**config.mk**
```make
export PLATFORM = sky130hd
export DESIGN_NAME = cache_miss_controller_flat
export DESIGN_NICKNAME = d
export VERILOG_FILES = /design/src/rtl/cache_miss_controller_if.sv /design/src/rtl/cache_miss_controller.sv /design/src/flat_wrapper.sv
export SDC_FILE = /design/constraint.sdc
export NUM_CORES = 1
export LEC_CHECK = 0
export ABC_AREA = 0
export CAP_MARGIN = 5
export CORE_UTILIZATION = 43
export DETAILED_ROUTE_END_ITERATION = 6
export PLACE_DENSITY = 0.83
export SYNTH_ARGS = -nofsm -noshare
export SYNTH_HDL_FRONTEND = slang
export SYNTH_SLANG_ARGS = --single-unit
```
**constraint.sdc**
```tcl
create_clock -name clk -period 2.1 [get_ports clk]
set_clock_uncertainty 0.05 [all_clocks]
set_input_delay 0.315 -clock clk [delete_from_list [all_inputs] [get_ports clk]]
set_output_delay 0.315 -clock clk [all_outputs]
set_load 0.05 [all_outputs]
```
**src/rtl/cache_miss_controller_if.sv**
```systemverilog
`default_nettype none
// ============================================================================
//  Module      : cache_miss_controller_if
//  Description : Bus bundle between the cache miss controller and its CPU,
//                cache array and main-memory neighbours. The master modport
//                is the controller side; slave is the environment side.
//  Revision    : 1.0  initial release
// ============================================================================
interface cache_miss_controller_if #(
    parameter int ADDR_W = 15,
    parameter int OFF_W  = 2,
    parameter int DATA_W = 32,
    parameter int CNT_W  = 16
);
    // CPU read port
    logic                         cpu_req;
    logic [ADDR_W-1:0]            cpu_addr;
    logic                         cpu_ack;
    logic [DATA_W-1:0]            cpu_data;
    logic                         busy;
    // Cache array port
    logic [ADDR_W-1:0]            cache_addr;
    logic                         cache_hit;
    logic [DATA_W-1:0]            cache_data;
    logic                         cache_fill;
    logic [(DATA_W<<OFF_W)-1:0]   cache_line;
    // Main-memory burst port
    logic                         mem_req;
    logic [ADDR_W-1:0]            mem_addr;
    logic                         mem_ack;
    logic [DATA_W-1:0]            mem_rdata;
    // Performance counters
    logic                         stat_clr;
    logic [CNT_W-1:0]             hit_cnt;
    logic [CNT_W-1:0]             miss_cnt;

    modport master (
        input  cpu_req, cpu_addr, cache_hit, cache_data, mem_ack, mem_rdata, stat_clr,
        output cpu_ack, cpu_data, busy, cache_addr, cache_fill, cache_line,
               mem_req, mem_addr, hit_cnt, miss_cnt
    );

    modport slave (
        output cpu_req, cpu_addr, cache_hit, cache_data, mem_ack, mem_rdata, stat_clr,
        input  cpu_ack, cpu_data, busy, cache_addr, cache_fill, cache_line,
               mem_req, mem_addr, hit_cnt, miss_cnt
    );
endinterface
`default_nettype wire

```
**src/rtl/cache_miss_controller.sv**
```systemverilog
`default_nettype none
// ============================================================================
//  Module      : cache_miss_controller
//  Description : Read-miss sequencer for a direct-mapped cache. Looks up the
//                latched CPU address, returns hits directly, and on a miss
//                bursts the whole line from memory (word 0 first), writes it
//                into the cache in one fill cycle and re-looks-up. Keeps
//                saturating hit/miss counters.
//  Revision    : 1.0  initial release
// ============================================================================
module cache_miss_controller #(
    parameter int ADDR_W = 15,
    parameter int OFF_W  = 2,
    parameter int DATA_W = 32,
    parameter int CNT_W  = 16
) (
    input  logic                  clk,
    input  logic                  rst_n,
    cache_miss_controller_if.master bus
);

    localparam int                c_line_w    = DATA_W << OFF_W;
    localparam logic [OFF_W-1:0]  c_last_beat = '1;
    localparam logic [CNT_W-1:0]  c_cnt_max   = '1;

    typedef enum logic [1:0] {
        ST_IDLE   = 2'd0,
        ST_LOOKUP = 2'd1,
        ST_FETCH  = 2'd2,
        ST_FILL   = 2'd3
    } state_t;

    state_t                 state_q,    state_d;
    logic [ADDR_W-1:0]      addr_q,     addr_d;
    logic [OFF_W-1:0]       beat_q,     beat_d;
    logic [c_line_w-1:0]    line_q,     line_d;
    logic                   refill_q,   refill_d;
    logic [CNT_W-1:0]       hit_cnt_q,  hit_cnt_d;
    logic [CNT_W-1:0]       miss_cnt_q, miss_cnt_d;

    logic                   w_hit_inc;
    logic                   w_miss_inc;
    logic                   w_ack;

    // State and datapath registers; reset abandons any burst in flight
    always_ff @(posedge clk or negedge rst_n) begin
        if (!rst_n) begin
            state_q    <= ST_IDLE;
            addr_q     <= '0;
            beat_q     <= '0;
            line_q     <= '0;
            refill_q   <= 1'b0;
            hit_cnt_q  <= '0;
            miss_cnt_q <= '0;
        end else begin
            state_q    <= state_d;
            addr_q     <= addr_d;
            beat_q     <= beat_d;
            line_q     <= line_d;
            refill_q   <= refill_d;
            hit_cnt_q  <= hit_cnt_d;
            miss_cnt_q <= miss_cnt_d;
        end
    end

    // Next-state logic: capture, lookup, burst assembly and fill sequencing
    always_comb begin
        state_d    = state_q;
        addr_d     = addr_q;
        beat_d     = beat_q;
        line_d     = line_q;
        refill_d   = refill_q;
        w_hit_inc  = 1'b0;
        w_miss_inc = 1'b0;
        case (state_q)
            ST_IDLE: begin
                if (bus.cpu_req) begin
                    addr_d  = bus.cpu_addr;
                    state_d = ST_LOOKUP;
                end
            end
            ST_LOOKUP: begin
                // The refill flag only qualifies this one lookup
                refill_d = 1'b0;
                if (bus.cache_hit) begin
                    w_hit_inc = ~refill_q;
                    state_d   = ST_IDLE;
                end else begin
                    w_miss_inc = 1'b1;
                    beat_d     = '0;
                    state_d    = ST_FETCH;
                end
            end
            ST_FETCH: begin
                if (bus.mem_ack) begin
                    line_d[beat_q*DATA_W +: DATA_W] = bus.mem_rdata;
                    beat_d = beat_q + 1'b1;
                    if (beat_q == c_last_beat) begin
                        state_d = ST_FILL;
                    end
                end
            end
            ST_FILL: begin
                refill_d = 1'b1;
                state_d  = ST_LOOKUP;
            end
            default: begin
                state_d = ST_IDLE;
            end
        endcase
    end

    // Saturating performance counters; a clear wins over a same-cycle increment
    always_comb begin
        hit_cnt_d  = hit_cnt_q;
        miss_cnt_d = miss_cnt_q;
        if (bus.stat_clr) begin
            hit_cnt_d  = '0;
            miss_cnt_d = '0;
        end else begin
            if (w_hit_inc && (hit_cnt_q != c_cnt_max)) begin
                hit_cnt_d = hit_cnt_q + 1'b1;
            end
            if (w_miss_inc && (miss_cnt_q != c_cnt_max)) begin
                miss_cnt_d = miss_cnt_q + 1'b1;
            end
        end
    end

    // Output decode; every output has a defined value in every state
    always_comb begin
        w_ack          = (state_q == ST_LOOKUP) && bus.cache_hit;
        bus.cpu_ack    = w_ack;
        bus.cpu_data   = w_ack ? bus.cache_data : '0;
        bus.busy       = (state_q != ST_IDLE);
        bus.cache_addr = addr_q;
        bus.cache_fill = (state_q == ST_FILL);
        bus.cache_line = line_q;
        bus.mem_req    = (state_q == ST_FETCH);
        bus.mem_addr   = (state_q == ST_FETCH) ? {addr_q[ADDR_W-1:OFF_W], beat_q} : '0;
        bus.hit_cnt    = hit_cnt_q;
        bus.miss_cnt   = miss_cnt_q;
    end

endmodule
`default_nettype wire

```
**src/flat_wrapper.sv**
```systemverilog
// flat-port wrapper written by rule: the top's interface ports become plain ports
module cache_miss_controller_flat 
#(
    parameter int ADDR_W = 15,
    parameter int OFF_W  = 2,
    parameter int DATA_W = 32,
    parameter int CNT_W  = 16
)
  (clk, rst_n, bus_cpu_req, bus_cpu_addr, bus_cache_hit, bus_cache_data, bus_mem_ack, bus_mem_rdata, bus_stat_clr, bus_cpu_ack, bus_cpu_data, bus_busy, bus_cache_addr, bus_cache_fill, bus_cache_line, bus_mem_req, bus_mem_addr, bus_hit_cnt, bus_miss_cnt);
  cache_miss_controller_if #(.ADDR_W(ADDR_W), .OFF_W(OFF_W), .DATA_W(DATA_W), .CNT_W(CNT_W)) bus_i ();
  input  logic clk;
  input  logic rst_n;
  input wire logic [$bits(bus_i.cpu_req)-1:0] bus_cpu_req;
  input wire logic [$bits(bus_i.cpu_addr)-1:0] bus_cpu_addr;
  input wire logic [$bits(bus_i.cache_hit)-1:0] bus_cache_hit;
  input wire logic [$bits(bus_i.cache_data)-1:0] bus_cache_data;
  input wire logic [$bits(bus_i.mem_ack)-1:0] bus_mem_ack;
  input wire logic [$bits(bus_i.mem_rdata)-1:0] bus_mem_rdata;
  input wire logic [$bits(bus_i.stat_clr)-1:0] bus_stat_clr;
  output wire logic [$bits(bus_i.cpu_ack)-1:0] bus_cpu_ack;
  output wire logic [$bits(bus_i.cpu_data)-1:0] bus_cpu_data;
  output wire logic [$bits(bus_i.busy)-1:0] bus_busy;
  output wire logic [$bits(bus_i.cache_addr)-1:0] bus_cache_addr;
  output wire logic [$bits(bus_i.cache_fill)-1:0] bus_cache_fill;
  output wire logic [$bits(bus_i.cache_line)-1:0] bus_cache_line;
  output wire logic [$bits(bus_i.mem_req)-1:0] bus_mem_req;
  output wire logic [$bits(bus_i.mem_addr)-1:0] bus_mem_addr;
  output wire logic [$bits(bus_i.hit_cnt)-1:0] bus_hit_cnt;
  output wire logic [$bits(bus_i.miss_cnt)-1:0] bus_miss_cnt;
  assign bus_i.cpu_req = bus_cpu_req;
  assign bus_i.cpu_addr = bus_cpu_addr;
  assign bus_i.cache_hit = bus_cache_hit;
  assign bus_i.cache_data = bus_cache_data;
  assign bus_i.mem_ack = bus_mem_ack;
  assign bus_i.mem_rdata = bus_mem_rdata;
  assign bus_i.stat_clr = bus_stat_clr;
  assign bus_cpu_ack = bus_i.cpu_ack;
  assign bus_cpu_data = bus_i.cpu_data;
  assign bus_busy = bus_i.busy;
  assign bus_cache_addr = bus_i.cache_addr;
  assign bus_cache_fill = bus_i.cache_fill;
  assign bus_cache_line = bus_i.cache_line;
  assign bus_mem_req = bus_i.mem_req;
  assign bus_mem_addr = bus_i.mem_addr;
  assign bus_hit_cnt = bus_i.hit_cnt;
  assign bus_miss_cnt = bus_i.miss_cnt;
  cache_miss_controller #(.ADDR_W(ADDR_W), .OFF_W(OFF_W), .DATA_W(DATA_W), .CNT_W(CNT_W)) u_core (.clk(clk), .rst_n(rst_n), .bus(bus_i));
endmodule
```
After elaboration in Yosys (flattened, before gate mapping)
Cells that the tools add are included.

Register bits: 180. Output and inout bits: 226. Word-level logic and storage cells: 57.

Add/sub/neg operators: 4. Equality and inequality tests: 10. Shifts and indexed selects: 2. Mux-type cells: 20. Bitwise gates (word level): 1. Reduce and logical (&&, ||, !) cells: 13.

Operators with widths (number): 128-bit bitwise mux (1); 32-bit by 34-bit variable shift with 128-bit output, first input constant (1); 32-bit by 34-bit indexed part select with 128-bit output (1); 16-bit two-way mux (4); 7-bit negator with 34-bit output (1); 16-bit by 1-bit adder with 16-bit output, second input constant (2); 32-bit two-way mux (1); 16-bit != test, second input constant (2); 15-bit two-way mux (1); 2-bit two-way mux (6); 2-bit nonzero test (5); 2-bit one-hot mux with 4 select lines (1); 2-bit == test, second input constant (3); 2-bit != test, second input constant (3); 3-bit AND reduction (2); 1-bit two-way mux (4); 2-bit one-hot mux with 2 select lines (1); 2-bit AND reduction (2); 1-bit logical AND (3); 2-bit by 1-bit adder with 2-bit output, second input constant (1); 2-bit by 1-bit == test with 1-bit output, second input constant (1); 2-bit logical NOT (1); 2-bit by 1-bit != test with 1-bit output, second input constant (1); 1-bit one-hot mux with 2 select lines (1); 1-bit inverter (1).

Logic depth before layout (Yosys ltp)
Depth in word-level cells: 6. Depth in mapped cells: 7.

Worst setup path after synthesis
OpenSTA, ideal clock, no wires.

Path type: register to output. From: register u_core.state_q[0]. To: output bus_mem_addr[10]. Data arrival time: 1.974 ns. Data required time: 1.735 ns. Path slack: -0.239 ns. Cell stages (with the launch flop): 6. Path through: dfrtp_1 inv_1 ha_1 clkbuf_1 clkbuf_1 and2_1.

Cells in the longest elaborated chain, start to end: 2.

Ends and longest elaborated chain: start, declared (RTL line cache_miss_controller.sv:33) `state_t state_q, state_d;`; start signal, assigned (RTL line cache_miss_controller.sv:56) `state_q <= state_d;`; 2-bit == test; named net bus_mem_req (RTL line flat_wrapper.sv:26) `output wire logic [$bits(bus_i.mem_req)-1:0] bus_mem_req;`; 15-bit two-way mux (RTL line cache_miss_controller.sv:140) `bus.mem_addr = (state_q == ST_FETCH) ? {addr_q[ADDR_W-1:OFF_W], beat_q} : '0;`; end, declared (RTL line flat_wrapper.sv:27) `output wire logic [$bits(bus_i.mem_addr)-1:0] bus_mem_addr;`.

The timed path passes the listed nets, and every way through them passes these cells.

Worst setup path in the final report
From: register u_core.miss_cnt_q[7] (netlist: u_core.bus.miss_cnt[7]). To: output bus_miss_cnt[7].

RTL lines: start, declared (RTL line cache_miss_controller.sv:39) `logic [CNT_W-1:0] miss_cnt_q, miss_cnt_d;`; start signal, assigned (RTL line cache_miss_controller.sv:62) `miss_cnt_q <= miss_cnt_d;`; end, declared (RTL line flat_wrapper.sv:29) `output wire logic [$bits(bus_i.miss_cnt)-1:0] bus_miss_cnt;`.

No word-level cell between the ends.

==> out/summary.txt <==
Status: finished, final reports clean
CP Max Fanout: 5
Ports: 311
Crit path launch type: flip-flop
Synth Warn #: 0
CTS tree: built
Seq/Total Area, Yosys: 58.8%
Met2 wire length: 12.6 mm
Post-synthesis mux area share: 3.95%
Worst-Margin Slew: 0.576 ns
IO Port Bufs: 310
Cell count after synthesis: 623
Max Clock Freq: 478 MHz
Clock-pin slew on the worst setup and hold paths: 0.07 ns
Root Driver: clkbuf_16
Largest net degree at the start of global routing: 50
Leakage: 5.78 nW
PwrDens: 1060 mW/mm^2
Worst Path Required: 1.74 ns
Antenna violations before repair: 1
Synth Area in Compound Gates: 18.9%
Die footprint: 0.0184 sq mm
Vias in the first global route: 6831
Top_reg_cell synth: dfrtp_1
Clk_lat worst skew: 0.43 ns
Final Total Pwr: 13.3 mW
Worst setup path class: reg2out
Synth cell types: 43
Synth Area in Simple Gates: 13.5%
Core area: 0.0174 sq mm
Synth async-reset ratio: 100%
Slowest stage cell on the critical path: clkdlybuf4s50_1
Longest Clk Path Bufs: 2
CP top delay family: buffers and inverters
Tcrit/Tclk final: 99.6%
XOR/XNOR share of the synthesized area: 0%
Count of final max-slew check failures: 0
Fin crit period: 2.09 ns
Share of cells above drive strength 1: 20.6%
Dpl ws: -0.0481 ns
CP peak stage delay: 0.84 ns
Final net count: 1063
Peak VDD IR: 0.972 mV
Commonest non-fill, non-tap cell in the layout: clkdlybuf4s50_1
Syn_area_per_cell: 12.3 sq um
H-tree depth: 4
Most frequent cells in the layout: clkdlybuf4s50_1 (236), dfrtp_1 (178), a22o_1 (130)
Initial DRC count: 470
Die X: 136 um
Synth Cell Area: 0.00767 sq mm
GRT Total Usage: 27.6%
Total CTS buffers: 17
CP arrival: 1.73 ns
Pre-antenna DRT Iters: 5
Hold WC Path Type: in2async
Final hold slack: 0.355 ns
Dpl hpwl: 18.1 mm
Grt ovf: 0
R2r startpoint: u_core.state_q[1]
Max_slew headroom: 61.4%
Largest family of logic cells by synthesized area: compound AO/OA/AOI/OAI gates
Clk sinks: 180
# rows: 48
R2r endpoint: u_core.bus.hit_cnt[15]
Final hold vios: 0
Synth Area in Adders: 2.12%
Largest cells by area after synthesis: dfrtp_1 (59%), a22o_1 (15%), mux2_2 (3.8%), and3_1 (2.9%), ha_1 (2.1%)
Yosys top cell by area: dfrtp_1
R2r setup slk: 0.10 ns
Max cap viols: 0
Path depth of the worst reg2reg path: 7
Layout overhead on the synthesized area: 64.2%
CP cell instances: clkdlybuf4s50_1
Final setup vio count: 0
Top Metal Used: met4
Met1 WL: 9.78 mm
Vias per std cell: 5.69
# DRC: 0
Setup ws final: 0.00840 ns
Starting Density: 44.2%
Post-route ant nets: 0
DR WL met3: 1.68 mm
Flops & latches, synth: 180
Wire per inst: 20.8 um
Placer Congestion: 0.883
First-pass GRT wire length: 38.1 mm
CP Buf/Inv Count: 1
Die Span Y: 136 um
Post-synth EDFFs: 0
CP Capture Type: output port
Vias: 6844
Share of the synthesized area in the top cell type: 58.8%
Synth Net Count: 721
Routed WL: 25.0 mm
sequential cells by signal (all words and copies together), names as in the netlist:
register	cells
u_core.bus.miss_cnt	16
u_core.refill_q	1
u_core.state_q	2
u_core.beat_q	2
u_core.bus.cache_line	128
u_core.bus.hit_cnt	16
u_core.bus.cache_addr	15
cell type report:
| type | count | area, sq um |
|---|---|---|
| Fill cell | 1142 | 4770 |
| Multi-Input combinational cell | 390 | 3080 |
| Tap cell | 225 | 282 |
| Clock buffer | 20 | 447 |
| Clock inverter | 11 | 120 |
| Timing Repair Buffer | 366 | 4110 |
| Inverter | 10 | 37.5 |
| Antenna cell | 1 | 2.50 |
| Sequential cell | 180 | 4510 |
worst max path at each step:
stage | startpoint | to | slack (ns) | cells past startpoint
after floorplan | u_core.state_q[0] | bus_mem_addr[10] | -0.06 | 5
after detailed placement | bus_cache_hit | u_core.bus.hit_cnt[15] | -0.05 | 6
after global routing | u_core.state_q[1] | bus_cpu_data[20] | -0.02 | 5
final | u_core.bus.miss_cnt[7] | bus_miss_cnt[7] | 0.008 | 1
after global placement | bus_cache_hit | u_core.bus.miss_cnt[12] | -0.03 | 5
after CTS | u_core.state_q[1] | bus_cpu_ack | -0.01 | 7
where the power goes:
group / internal [mW] / leakage [nW] / switching (mW)
registers: 3.97 / 2.44 / 0.358
clock network: 1.69 / 0.277 / 1.39
logic: 2.38 / 3.06 / 3.55
total: 8.04 / 5.78 / 5.30
Yosys cell counts, types with 7 or more instances:
master      n
and3_1     35
o31ai_1    10
nor3_1      8
mux2_2     26
nor2_1     19
or4_1      10
clkbuf_1   35
dfrtp_1   180
o21ai_0     8
a22o_1    130
nand3_1    16
ha_1       13
buf_2       7
nand2_1    14
a21oi_1    20
and2_1     16
inv_1      10
nor2b_1    13
repair_timing:
item | CTS | global route
pin swaps | 1 | 0
gates cloned | 0 | 0
endpoints found under the setup margin | 52 | 80
setup buffers | 2 | 1
hold endpoints to repair | 44 | 0
gates resized for setup | 18 | 26
hold buffers | 1 | 0
stage by stage:
step / TNS, ns / instances / util, % / instance area [sq um]
floorplan: -0.0623 / 623 / - / 7680
global placement: -0.0728 / 1167 / 68.5 / 11900
detailed placement: -0.376 / 1167 / 68.5 / 11900
CTS: -0.0101 / 1201 / 72.0 / 12500
global route: -0.0409 / 1203 / 72.5 / 12600
finish: 0 / 1203 / 72.5 / 12600
metal layers:
metal / vias up / global-route usage, %
met5: - / 0
met1: 3399 / 33.9
li1: 3051 / -
met3: 57 / 6.02
met4: 0 / 14.2
met2: 337 / 45.8
cells by family after synthesis:
| logic type | count (synthesis) |
|---|---|
| AND/OR/NAND/NOR | 169 |
| flip-flops | 180 |
| AO/OA/AOI/OAI | 181 |
| buffers and inverters | 53 |
| multiplexers | 27 |
| adder cells (fa/ha/maj) | 13 |
No activity file was read; power rests on OpenSTA's default activity.
